File: config.mk
export PLATFORM = sky130hd
export DESIGN_NAME = tpn_page_writer
export DESIGN_NICKNAME = d
export VERILOG_FILES = /design/src/rtl/bloom_pkg.sv /design/src/rtl/tpn_slot_mux.sv /design/src/rtl/tpn_page_writer.sv
export SDC_FILE = /design/constraint.sdc
export NUM_CORES = 1
export LEC_CHECK = 0
export BUFFER_PORTS_ARGS = -buffer_cell sky130_fd_sc_hd__buf_4
export CAP_MARGIN = 20
export CORE_UTILIZATION = 45
export DETAILED_ROUTE_END_ITERATION = 16
export PLACE_DENSITY = 0.69
export SETUP_SLACK_MARGIN = 0.5
export SLEW_MARGIN = 0
export SYNTH_ARGS = -nofsm -noshare
export SYNTH_HDL_FRONTEND = slang
export SYNTH_SLANG_ARGS = --single-unit
File: constraint.sdc
create_clock -name clk -period 4.09 [get_ports clk]
set_clock_uncertainty 0.15 [all_clocks]
set_input_delay 0.2045 -clock clk [delete_from_list [all_inputs] [get_ports clk]]
set_output_delay 0.2045 -clock clk [all_outputs]
set_load 0.02 [all_outputs]
File: src/rtl/bloom_pkg.sv
// Shared constants and types for the page-array blocks: array geometry,
// page-number type and the page-writer state encoding.
package bloom_pkg;

    localparam int unsigned ARR_SIZE  = 288;
    localparam int unsigned P_SIZE    = 12;
    localparam int unsigned NOP       = ARR_SIZE / P_SIZE;
    localparam int unsigned NOP_WIDTH = 5;
    localparam int unsigned B_SIZE    = 96;
    localparam int unsigned PPB       = B_SIZE / P_SIZE;

    typedef enum logic [1:0] {
        IDLE  = 2'd0,
        WRITE = 2'd1,
        DONE  = 2'd2
    } wr_state_t;

    typedef logic [NOP_WIDTH-1:0] tpn_t;

endpackage

File: src/rtl/tpn_slot_mux.sv
// Selects list entry idx from a packed page-number list.
// Ports:
//   list     packed entries, entry i at bits [NOP_WIDTH*i +: NOP_WIDTH]
//   idx      entry select
//   entry_c  selected entry (zero when idx >= NOP)
module tpn_slot_mux #(
    parameter int unsigned NOP       = bloom_pkg::NOP,
    parameter int unsigned NOP_WIDTH = bloom_pkg::NOP_WIDTH
) (
    input  logic [NOP_WIDTH*NOP-1:0] list,
    input  logic [NOP_WIDTH-1:0]     idx,
    output logic [NOP_WIDTH-1:0]     entry_c
);

    import bloom_pkg::*;

    always_comb begin
        entry_c = '0;
        for (int unsigned i = 0; i < NOP; i++) begin
            if (idx == NOP_WIDTH'(i)) begin
                entry_c = list[i*NOP_WIDTH +: NOP_WIDTH];
            end
        end
    end

endmodule

File: src/rtl/tpn_page_writer.sv
// Writes a page signature into every page named in a packed page-number
// list, one list entry per cycle, building/rewriting a page array.
// Ports:
//   clk       rising-edge clock
//   rst       synchronous active-low reset
//   start     begin a write pass (IDLE only; wins over clr)
//   clr       zero the whole array (IDLE only)
//   tpn_list  packed page numbers, entry i at [5i+4:5i]
//   tpn_cnt   number of valid entries (clamped to NOP)
//   sig       signature written into each listed page
//   arr       page array, page p at [12p+11:12p]
//   busy      high while entries are being written
//   done      one-cycle pulse at end of pass
//   err       sticky: out-of-range index or count seen in the last pass
module tpn_page_writer #(
    parameter int unsigned ARR_SIZE  = bloom_pkg::ARR_SIZE,
    parameter int unsigned P_SIZE    = bloom_pkg::P_SIZE,
    parameter int unsigned NOP       = bloom_pkg::NOP,
    parameter int unsigned NOP_WIDTH = bloom_pkg::NOP_WIDTH
) (
    input  logic                     clk,
    input  logic                     rst,
    input  logic                     start,
    input  logic                     clr,
    input  logic [NOP_WIDTH*NOP-1:0] tpn_list,
    input  logic [NOP_WIDTH-1:0]     tpn_cnt,
    input  logic [P_SIZE-1:0]        sig,
    output logic [ARR_SIZE-1:0]      arr,
    output logic                     busy,
    output logic                     done,
    output logic                     err
);

    import bloom_pkg::*;

    localparam int unsigned        LIST_W = NOP_WIDTH * NOP;
    localparam logic [NOP_WIDTH-1:0] NOP_T  = NOP_WIDTH'(NOP);

    wr_state_t              state_q;
    wr_state_t              state_d;
    logic [LIST_W-1:0]      list_q;
    logic [NOP_WIDTH-1:0]   cnt_q;
    logic [NOP_WIDTH-1:0]   idx_q;
    logic [P_SIZE-1:0]      sig_q;
    logic [NOP_WIDTH-1:0]   entry_c;
    logic                   load_c;
    logic                   clr_c;
    logic                   wr_c;
    logic                   bad_c;

    // Current list entry from the latched copy
    tpn_slot_mux #(
        .NOP       (NOP),
        .NOP_WIDTH (NOP_WIDTH)
    ) u_slot_mux (
        .list    (list_q),
        .idx     (idx_q),
        .entry_c (entry_c)
    );

    // State register
    always_ff @(posedge clk) begin
        if (!rst) begin
            state_q <= IDLE;
        end else begin
            state_q <= state_d;
        end
    end

    // Next-state logic
    always_comb begin
        state_d = state_q;
        case (state_q)
            IDLE:    if (start) state_d = WRITE;
            WRITE:   if (idx_q == cnt_q) state_d = DONE;
            DONE:    state_d = IDLE;
            default: state_d = IDLE;
        endcase
    end

    // Datapath controls decoded from the current state
    always_comb begin
        load_c = (state_q == IDLE) && start;
        clr_c  = (state_q == IDLE) && !start && clr;
        wr_c   = (state_q == WRITE) && (idx_q != cnt_q);
        bad_c  = wr_c && (entry_c >= NOP_T);
    end

    // Latched pass parameters, page array and registered status outputs
    always_ff @(posedge clk) begin
        if (!rst) begin
            list_q <= '0;
            cnt_q  <= '0;
            idx_q  <= '0;
            sig_q  <= '0;
            arr    <= '0;
            busy   <= 1'b0;
            done   <= 1'b0;
            err    <= 1'b0;
        end else begin
            busy <= (state_d == WRITE);
            done <= (state_d == DONE);
            if (load_c) begin
                list_q <= tpn_list;
                cnt_q  <= (tpn_cnt > NOP_T) ? NOP_T : tpn_cnt;
                sig_q  <= sig;
                idx_q  <= '0;
                err    <= (tpn_cnt > NOP_T);
            end
            if (clr_c) begin
                arr <= '0;
            end
            if (wr_c) begin
                idx_q <= idx_q + 1'b1;
                if (bad_c) begin
                    err <= 1'b1;
                end
                // Out-of-range entries match no page and so write nothing
                for (int unsigned p = 0; p < NOP; p++) begin
                    if (entry_c == NOP_WIDTH'(p)) begin
                        arr[p*P_SIZE +: P_SIZE] <= sig_q;
                    end
                end
            end
        end
    end

endmodule

# Word-level counts from Yosys, hierarchy flattened
# Index checks and enable logic that the tools add are counted.
word_totals:
  ff_bits: 435
  output_inout_bits: 291
  wordCells: 132
  in_bits: 141
op_classes:
  order_cmp: 2
  reduce_logical: 10
  n_addsub: 1
  muxes: 59
  n_eq_ne: 51
ops:
  columns: ["operator", "count"]
  rows:
  - ["$mux W288", 2]
  - ["$mux W12", 24]
  - ["$mux W5", 27]
  - ["$eq A5 B4 Y1 const B", 16]
  - ["$eq A5 B5 Y1 const B", 16]
  - ["$eq A5 B3 Y1 const B", 8]
  - ["$eq A5 B2 Y1 const B", 4]
  - ["$eq A5 B1 Y1 const B", 2]
  - ["$logic_not A5 Y1", 2]
  - ["$add A5 B1 Y5 const B", 1]
  - ["$eq A5 B5 Y1", 1]
  - ["$ge A5 B5 Y1 const B", 1]
  - ["$gt A5 B5 Y1 const B", 1]
  - ["$logic_and A1 B1 Y1", 5]
  - ["$ne A5 B5 Y1", 1]
  - ["$eq A2 B1 Y1 const B", 2]
  - ["$mux W2", 2]
  - ["$pmux W2 S2", 1]
  - ["$mux W1", 3]
  - ["$eq A2 B2 Y1 const B", 1]
  - ["$logic_not A2 Y1", 1]
  - ["$reduce_bool A2 Y1", 1]
  - ["$logic_not A1 Y1", 1]

# Longest topological paths before layout
# Gate-level depths: netlist of run 1.
depth:
  ltp_word: 29
  depth_mapped: 16

# Cells and area by module
# From an unflattened synthesis of run 1, not the netlist that was laid out.
unflattened:
  cells_unflattened: 1910
  hier_area_um2: 17389.2
modules_own_cells:
  columns: ["mod", "instances", "area_per_inst_um2", "cells_per_inst", "seq_area_each_um2"]
  rows:
  - ["tpn_page_writer", 1, 15897.7, 1679, 8708.4]
  - ["tpn_slot_mux", 1, 1491.4, 231, 0.0]

# Worst setup path before layout of run 1
# No wires, ideal clock.
synth_path:
  path_kind: "register to register"
  start: "register idx_q[0]"
  end: "register arr[31]"
  stages_incl_launch_ff: 14
  arrival_ns: 3.208
  setup_slack_ns: 0.660
  setup_ns: 0.072
  period_less_slack_ns: 3.430
  required_time_ns: 3.868
  path_cell_list: "dfxtp_1 ha_1 buf_2 inv_1 nor3_1 ha_1 clkbuf_1 a2111oi_0 a221oi_1 a2bb2oi_2 o21ai_2 nor3_4 buf_4 mux2i_1"
synth_between:
  elab_chain_len: 28
  word_cells_on_any_way: 53
  cone_classes: "25 x eq/ne; 26 x mux; 2 x reduce/logical"
synth_rtl:
  columns: ["item", "line", "text"]
  rows:
  - ["start, declared", "tpn_page_writer.sv:43", "logic [NOP_WIDTH-1:0] idx_q;"]
  - ["start signal, assigned", "tpn_page_writer.sv:114", "idx_q <= idx_q + 1'b1;"]
  - ["$logic_not A5 Y1", "tpn_slot_mux.sv:20", "if (idx == NOP_WIDTH'(i)) begin"]
  - ["$mux W5 (24 in series)", "tpn_slot_mux.sv:20", null]
  - ["$eq A5 B2 Y1", "tpn_page_writer.sv:120", "if (entry_c == NOP_WIDTH'(p)) begin"]
  - ["$mux W12", "tpn_page_writer.sv:120", null]
  - ["$mux W288 *", "tpn_page_writer.sv:113", "if (wr_c) begin"]
  - ["end signal, assigned by index", "tpn_page_writer.sv:121", "arr[p*P_SIZE +: P_SIZE] <= sig_q;"]
  - ["end, declared", "tpn_page_writer.sv:28", "output logic [ARR_SIZE-1:0] arr,"]
# Every way passes the cells marked *; elsewhere a longest branch is shown, timed or not.
# A chain may end at the register's enable or synchronous reset.

# Worst setup path in the final report of run 1
layout_path:
  start: "register idx_q[0]"
  end: "register arr[218]"
layout_between:
  elab_chain_len: 28
  word_cells_on_any_way: 53
  cone_classes: "25 x eq/ne; 26 x mux; 2 x reduce/logical"
layout_rtl:
  columns: ["item", "line"]
  rows:
  - ["$logic_not A5 Y1", "tpn_slot_mux.sv:20"]
  - ["$mux W5 (24 in series)", "tpn_slot_mux.sv:20"]
  - ["$eq A5 B5 Y1", "tpn_page_writer.sv:120"]
  - ["$mux W12", "tpn_page_writer.sv:120"]
  - ["$mux W288 *", "tpn_page_writer.sv:113"]
# Marks and branches as above.

==> results of run 1 <==
==> worst paths after layout <==
kind / from / endpoint / slack (ns) / depth (start not counted)
worst max-delay path: idx_q[0] / arr[218] / 0.60 / 13
worst min-delay path: rst / arr[268] / 0.11 / 3
worst max register to register: idx_q[0] / arr[218] / 0.60 / 13
worst min register to register: arr[112] / arr[112] / 0.30 / 2
==> power by group <==
group	leakage, uW	switching (uW)	internal, uW	total, uW
Clock	0.000823	1770	2780	4550
Combinational	0.00660	588	439	1030
Sequential	0.00353	70.6	4350	4420
Total	0.0110	2430	7560	10000
==> cells by family after synthesis <==
kind of cell / synth area share, %
adder cells (fa/ha/maj): 0.350
buffers and inverters: 5.05
flip-flops: 48.7
XOR/XNOR: 0.294
AND/OR/NAND/NOR: 19.1
AO/OA/AOI/OAI: 10.2
multiplexers: 16.2
==> per-stage QoR <==
stage               setup WS, ns  utilization (%)  total power, uW  hold slack, ns
floorplan                  0.660                -             4980           0.190
global placement        -0.00139             56.1             5330           0.292
detailed placement        -0.137             56.1             5350           0.298
CTS                        0.514             64.6            10000          0.0665
global route               0.435             65.6            10300           0.117
finish                     0.598             65.6            10000           0.112
==> cells in the final DEF, fill, tap and decap left out, drive strengths merged, types with 5 or more instances in the layout <==
master       instances
nor2b               14
inv                 23
buf                533
mux2i              289
nand2              601
clkbuf              64
ha                   5
o21ai               36
o311ai               5
bufinv               7
dfxtp              435
o211ai               5
nand3               19
nand2b               9
a31oi                6
a21oi              180
dlygate4sd3        137
nand3b              16
nor3                24
xnor2                5
a211oi              13
nor3b               15
nor2                32
or3b                 5
clkinv               7
==> routing by layer <==
metal	up-vias	global-route usage [%]	part of all wire (%)
met5	-	0	0
met4	0	10.1	3.6
met3	112	5.13	6.1
met2	574	47.8	47
met1	7879	36.3	43
li1	7767	-	-
==> worst max-delay path: cells and delay by family (launching register included) <==
kind / cells / cell delay [ns]
adder cells (fa/ha/maj): 1 / 0.26
multiplexers: 1 / 0.17
AND/OR/NAND/NOR: 3 / 0.75
flip-flops: 1 / 0.32
AO/OA/AOI/OAI: 4 / 0.99
buffers and inverters: 4 / 0.74
==> flip-flops by register name, summed over array words and instances, names as in the netlist <==
name and cells:
arr 288, busy 1, cnt_q 5, done 1
err 1, idx_q 5, list_q 120, sig_q 12
state_q 2
==> what timing repair did <==
| item | 4_1_cts | 5_1_grt |
|---|---|---|
| hold buffers | 137 | 0 |
| hold endpoints to repair | 137 | 0 |
| pin swaps | 7 | 11 |
| gates resized for setup | 28 | 27 |
| setup buffers | 8 | 19 |
| setup endpoints to repair | 288 | 288 |
| gates cloned | 1 | 3 |
==> area by class of cell <==
cell class | instances | area (um2)
Clock buffer | 61 | 1350
Inverter | 18 | 72.6
Multi-Input combinational cell | 1357 | 8520
Fill cell | 3121 | 13400
Antenna cell | 2 | 5.00
Timing Repair Buffer | 674 | 5860
Tap cell | 518 | 648
Sequential cell | 435 | 8710
Clock inverter | 23 | 334
==> impl_metrics.csv, run 1 <==
group,metric,value,unit
sta,relSlewSlack,32.8,%
hold_path,hold_class,"input pin to flip-flop",
clock_tree,clk_pin_slew_worst_paths,0.06,ns
setup_path,cp-start-kind,"flip-flop",
logic_synthesis,seq_area_frac_synth,48.7,%
setup_path,critical_path_arrival,3.85,ns
grt,antenna_found_initial,2,
layout,area_growth_syn_to_layout,42.7,%
clock_tree,cts_inserted_buffers,46,
clock_tree,clockRootBuffer,"clkbuf_16",
floorplanning,die_h,201,um
logic_synthesis,synthFlopType,"dfxtp_1",
logic_synthesis,synth_enable_flop_cells,0,
routing,wl_per_cell,19.4,um
logic_synthesis,synth.most_common_cell,"nand2_1",
logic_synthesis,syn_area,0.0179,mm2
floorplanning,rows,72,
layout,final_cells,3088,
logic_synthesis,yosys-top-cells-area,"dfxtp_1, mux2i_1, nand2_1",
placement,routabilityCongestion,0.941,
clock_tree,cts.sinks,435,
placement,dp_cells,2833,
floorplanning,initial_core_util,45.9,%
placement,port_buffers,431,
logic_synthesis,yosys_warnings,0,
routing,first_iter_violations,1036,
sta,worst_pin_slew,1.01,ns
placement,dp_hpwl,40.3,mm
layout,nets,2678,
grt,grt_max_degree,88,
setup_path,critPathSlowestCell,"o32ai_2",
setup_path,cp_data_required_time,4.44,ns
power,cellLeakagePower,0.0110,uW
grt,track_usage,28.4,%
sta,setup_viol,0,
sta,rsz0062_at_grt,"yes",
grt,grt_pass1_vias,15900,
setup_path,worstPathCellList,"inv_1, ha_4, buf_6, nor2b_1, a211oi_2, o32ai_2, o2111ai_1, a22oi_2, and2b_2, buf_4, nor3b_4, clkbuf_16, mux2i_1",
logic_synthesis,synth_seq_cells,435,
flow_run,max-cap-violations,0,
setup_path,max_stage_delay,0.41,ns
logic_synthesis,syn_inst,1977,
routing,viasPerCell,5.29,
layout,stdcell_area,0.0255,mm2
logic_synthesis,yosys.area.top_type,"dfxtp_1",
clock_tree,clk_path_buf_depth,3,
routing,drc,0,
layout,drive_gt1_share,27.3,%
placement,postPlaceCellArea,0.0218,mm2
outcome,status,"finished, final reports clean",
sta,setup_tns,0,ns
setup_path,critPathCaptureType,"flip-flop",
routing,detail_route.first_pass.iterations,5,
sta,period_needed,3.49,ns
routing,ant_nets,0,
routing,vias,16300,
logic_synthesis,syn_area_per_cell,9.04,um2
setup_path,crit_type,"flip-flop to flip-flop",
floorplanning,die-area,0.0405,mm2
grt,grt_pass1_wl,90.8,mm
sta,max_freq,286,MHz
clock_tree,cts_tree,"yes",
floorplanning,coreArea,0.0389,mm2
grt,overflow,0,
logic_synthesis,synthArstFlopShare,0,%
logic_synthesis,yosysUniqueCellTypes,86,
logic_synthesis,syn_nets,2123,
routing,finalWirelength,59.9,mm
sta,min_period_over_period,85.4,%
sta,hold_viol,0,
floorplanning,io_pins,432,
logic_synthesis,yosys-top-cells-count,"nand2_1, dfxtp_1, mux2i_1",
setup_path,worst-path-max-fanout,20,
logic_synthesis,synth_top_cell_area_share,48.7,%
power,vdd_drop_max,317,uV
sta,slew_viol_final,0,
clock_tree,clk_latency,0.58,ns
power,powerDensity,392,mW/mm2
floorplanning,die_width,201,um
clock_tree,htree_levels,2,
Power figures use the tool's default switching activity.
==> run 2: changes to the inputs <==
Settings changed: SYNTH_HIERARCHICAL set to 1.
==> run 2 against run 1 <==
  * Total power down 5.4%
  * First-iteration DRC count fell by 4.4%
  * Critical path depth decreased by 2
  * Synthesized cell count fell by 3.4%
  * Via count is 2.5% lower
  * Die area shrank 2.7%
  * Sequential cell count did not move
  * Setup slack better by 0.020 ns
  * Final area decreased by 5.0%
  * Fmax increased by 0.59%
  * Wire length is 2.2% lower
==> impl_metrics.csv, run 2 <==
group,metric,value,unit
logic_synthesis,syn_area_per_cell,9.10,um2
setup_path,critPathCaptureType,"flip-flop",
clock_tree,clk_path_buf_depth,3,
placement,dp_cells,2750,
hold_path,hold_class,"input pin to flip-flop",
clock_tree,clockRootBuffer,"clkbuf_16",
sta,slew_viol_final,0,
placement,dp_hpwl,38.5,mm
routing,vias,15900,
logic_synthesis,synth_top_cell_area_share,50.1,%
logic_synthesis,synthArstFlopShare,0,%
logic_synthesis,syn_inst,1910,
sta,rsz0062_at_grt,"yes",
floorplanning,die_width,199,um
sta,min_period_over_period,84.9,%
clock_tree,cts.sinks,435,
sta,relSlewSlack,25.6,%
grt,overflow,0,
clock_tree,clk_pin_slew_worst_paths,0.06,ns
setup_path,crit_type,"flip-flop to flip-flop",
setup_path,worst-path-max-fanout,15,
layout,regMostFlops,"arr",
floorplanning,coreArea,0.0378,mm2
layout,nets,2579,
clock_tree,clk_latency,0.57,ns
sta,setup_viol,0,
sta,hold_viol,0,
placement,port_buffers,431,
logic_synthesis,yosys_warnings,6,
routing,wl_per_cell,19.6,um
sta,holdWs,0.107,ns
power,powerDensity,390,mW/mm2
clock_tree,cts_inserted_buffers,44,
routing,detail_route.first_pass.iterations,6,
logic_synthesis,yosysUniqueCellTypes,67,
power,p_total,9460,uW
layout,final_common_cell,"nand2_1",
logic_synthesis,yosys.area.top_type,"dfxtp_1",
grt,grt_max_degree,132,
sta,worst_pin_slew,1.12,ns
floorplanning,io_pins,432,
setup_path,cp-start-kind,"flip-flop",
floorplanning,die_h,199,um
grt,grt_pass1_vias,15600,
grt,grt_pass1_wl,87.1,mm
logic_synthesis,synth_seq_cells,435,
layout,drive_gt1_share,25.4,%
floorplanning,die-area,0.0394,mm2
sta,period_needed,3.47,ns
logic_synthesis,synthFlopType,"dfxtp_1",
sta,setup_tns,0,ns
setup_path,critical_path_arrival,3.81,ns
clock_tree,cts_tree,"yes",
layout,largest_register_ffs,288,
outcome,status,"finished, final reports clean",
placement,routabilityCongestion,0.915,
layout,largestRegisters,"arr x288, list_q x120, sig_q x12",
routing,first_iter_violations,990,
logic_synthesis,yosys-top-cells-count,"nand2_1, dfxtp_1, mux2i_1",
layout,area_growth_syn_to_layout,39.3,%
routing,ant_nets,0,
logic_synthesis,yosys-top-cells-area,"dfxtp_1, mux2i_1, nand2_1",
logic_synthesis,synth.most_common_cell,"nand2_1",
clock_tree,htree_levels,2,
layout,final_cells,2989,
power,vdd_drop_max,241,uV
layout,layout_common_cells,"nand2_1, buf_4, dfxtp_1, mux2i_1, a21oi_1",
logic_synthesis,syn_nets,2052,
logic_synthesis,seq_area_frac_synth,50.1,%
routing,finalWirelength,58.5,mm
flow_run,max-cap-violations,0,
logic_synthesis,syn_area,0.0174,mm2
logic_synthesis,synth_enable_flop_cells,0,
grt,track_usage,28.5,%
power,cellLeakagePower,0.0105,uW
routing,viasPerCell,5.33,
routing,drc,0,
sta,max_freq,288,MHz
floorplanning,rows,71,
grt,antenna_found_initial,1,
floorplanning,initial_core_util,45.9,%
setup_path,cp_data_required_time,4.43,ns
## run 2: layout make-up
cell class,count,area [um2]
Fill cell,3056,13600
Sequential cell,435,8720
Multi-Input combinational cell,1309,8000
Timing Repair Buffer,640,5350
Clock buffer,63,1280
Tap cell,511,639
Clock inverter,18,191
Inverter,7,32.5
Antenna cell,6,15.0
## run 2: final timing paths
path	slack, ns	depth (start not counted)	startpoint	to
worst min register to register	0.30	2	list_q[14]	list_q[14]
worst min-delay path	0.11	5	start	sig_q[7]
worst max-delay path	0.62	11	idx_q[1]	arr[50]
worst max register to register	0.62	11	idx_q[1]	arr[50]
## run 2: per-layer routing
layer  part of all wire [%]  vias up  track usage [%]  routed length [um]
li1                       -     7501                -                   -
met1                     42     7623             36.0               24700
met2                     47      646             47.2               27700
met3                    6.5      153             5.15                3820
met4                    4.0        0             12.6                2320
met5                      0        -                0                   0
## run 2: cells by family (layout without fill, tap and decap cells)
group / count (synthesis) / in the layout / synth area share, %
AOI/OAI and AO/OA: 264 / 264 / 9.58
xor gates and xnor gates: 5 / 5 / 0.252
adders and majority gates: 1 / 1 / 0.0719
buffers and inverters: 166 / 728 / 4.55
DFF: 435 / 435 / 50.1
muxes: 314 / 314 / 18.4
other: 0 / 6 / 0
and+or+nand+nor: 725 / 725 / 17.1
## run 2: critical path, cell delays in order, from the launching register on
cell,delay (ns)
dfxtp_4,0.41
buf_12,0.17
mux2i_1,0.20
o21ai_0,0.10
a22oi_1,0.22
nor3_1,0.09
o311ai_2,0.32
nand3_1,0.20
or4b_4,0.69
a2111oi_4,0.42
buf_6,0.21
mux2i_1,0.19
## run 2: timing repair
item	4_1_cts	5_1_grt
pin swaps	0	6
hold buffers	139	0
endpoints found under the setup margin	155	242
cloned	0	4
buffers inserted	4	4
hold endpoints to repair	143	0
resized for setup	6	28
## run 2: per-stage QoR
stage	cell area [um2]	utilization, %	worst slack (ns)
after floorplan	17400	-	0.694
after global placement	21100	55.7	0.231
after detailed placement	21100	55.7	0.194
after CTS	24000	63.5	0.455
after global routing	24200	64.0	0.470
final	24200	64.0	0.618
## run 2: power breakdown
| part | switching (uW) | total [uW] | internal (uW) |
|---|---|---|---|
| combinational | 598 | 988 | 390 |
| sequential | 74.0 | 4420 | 4350 |
| clock | 1720 | 4050 | 2330 |
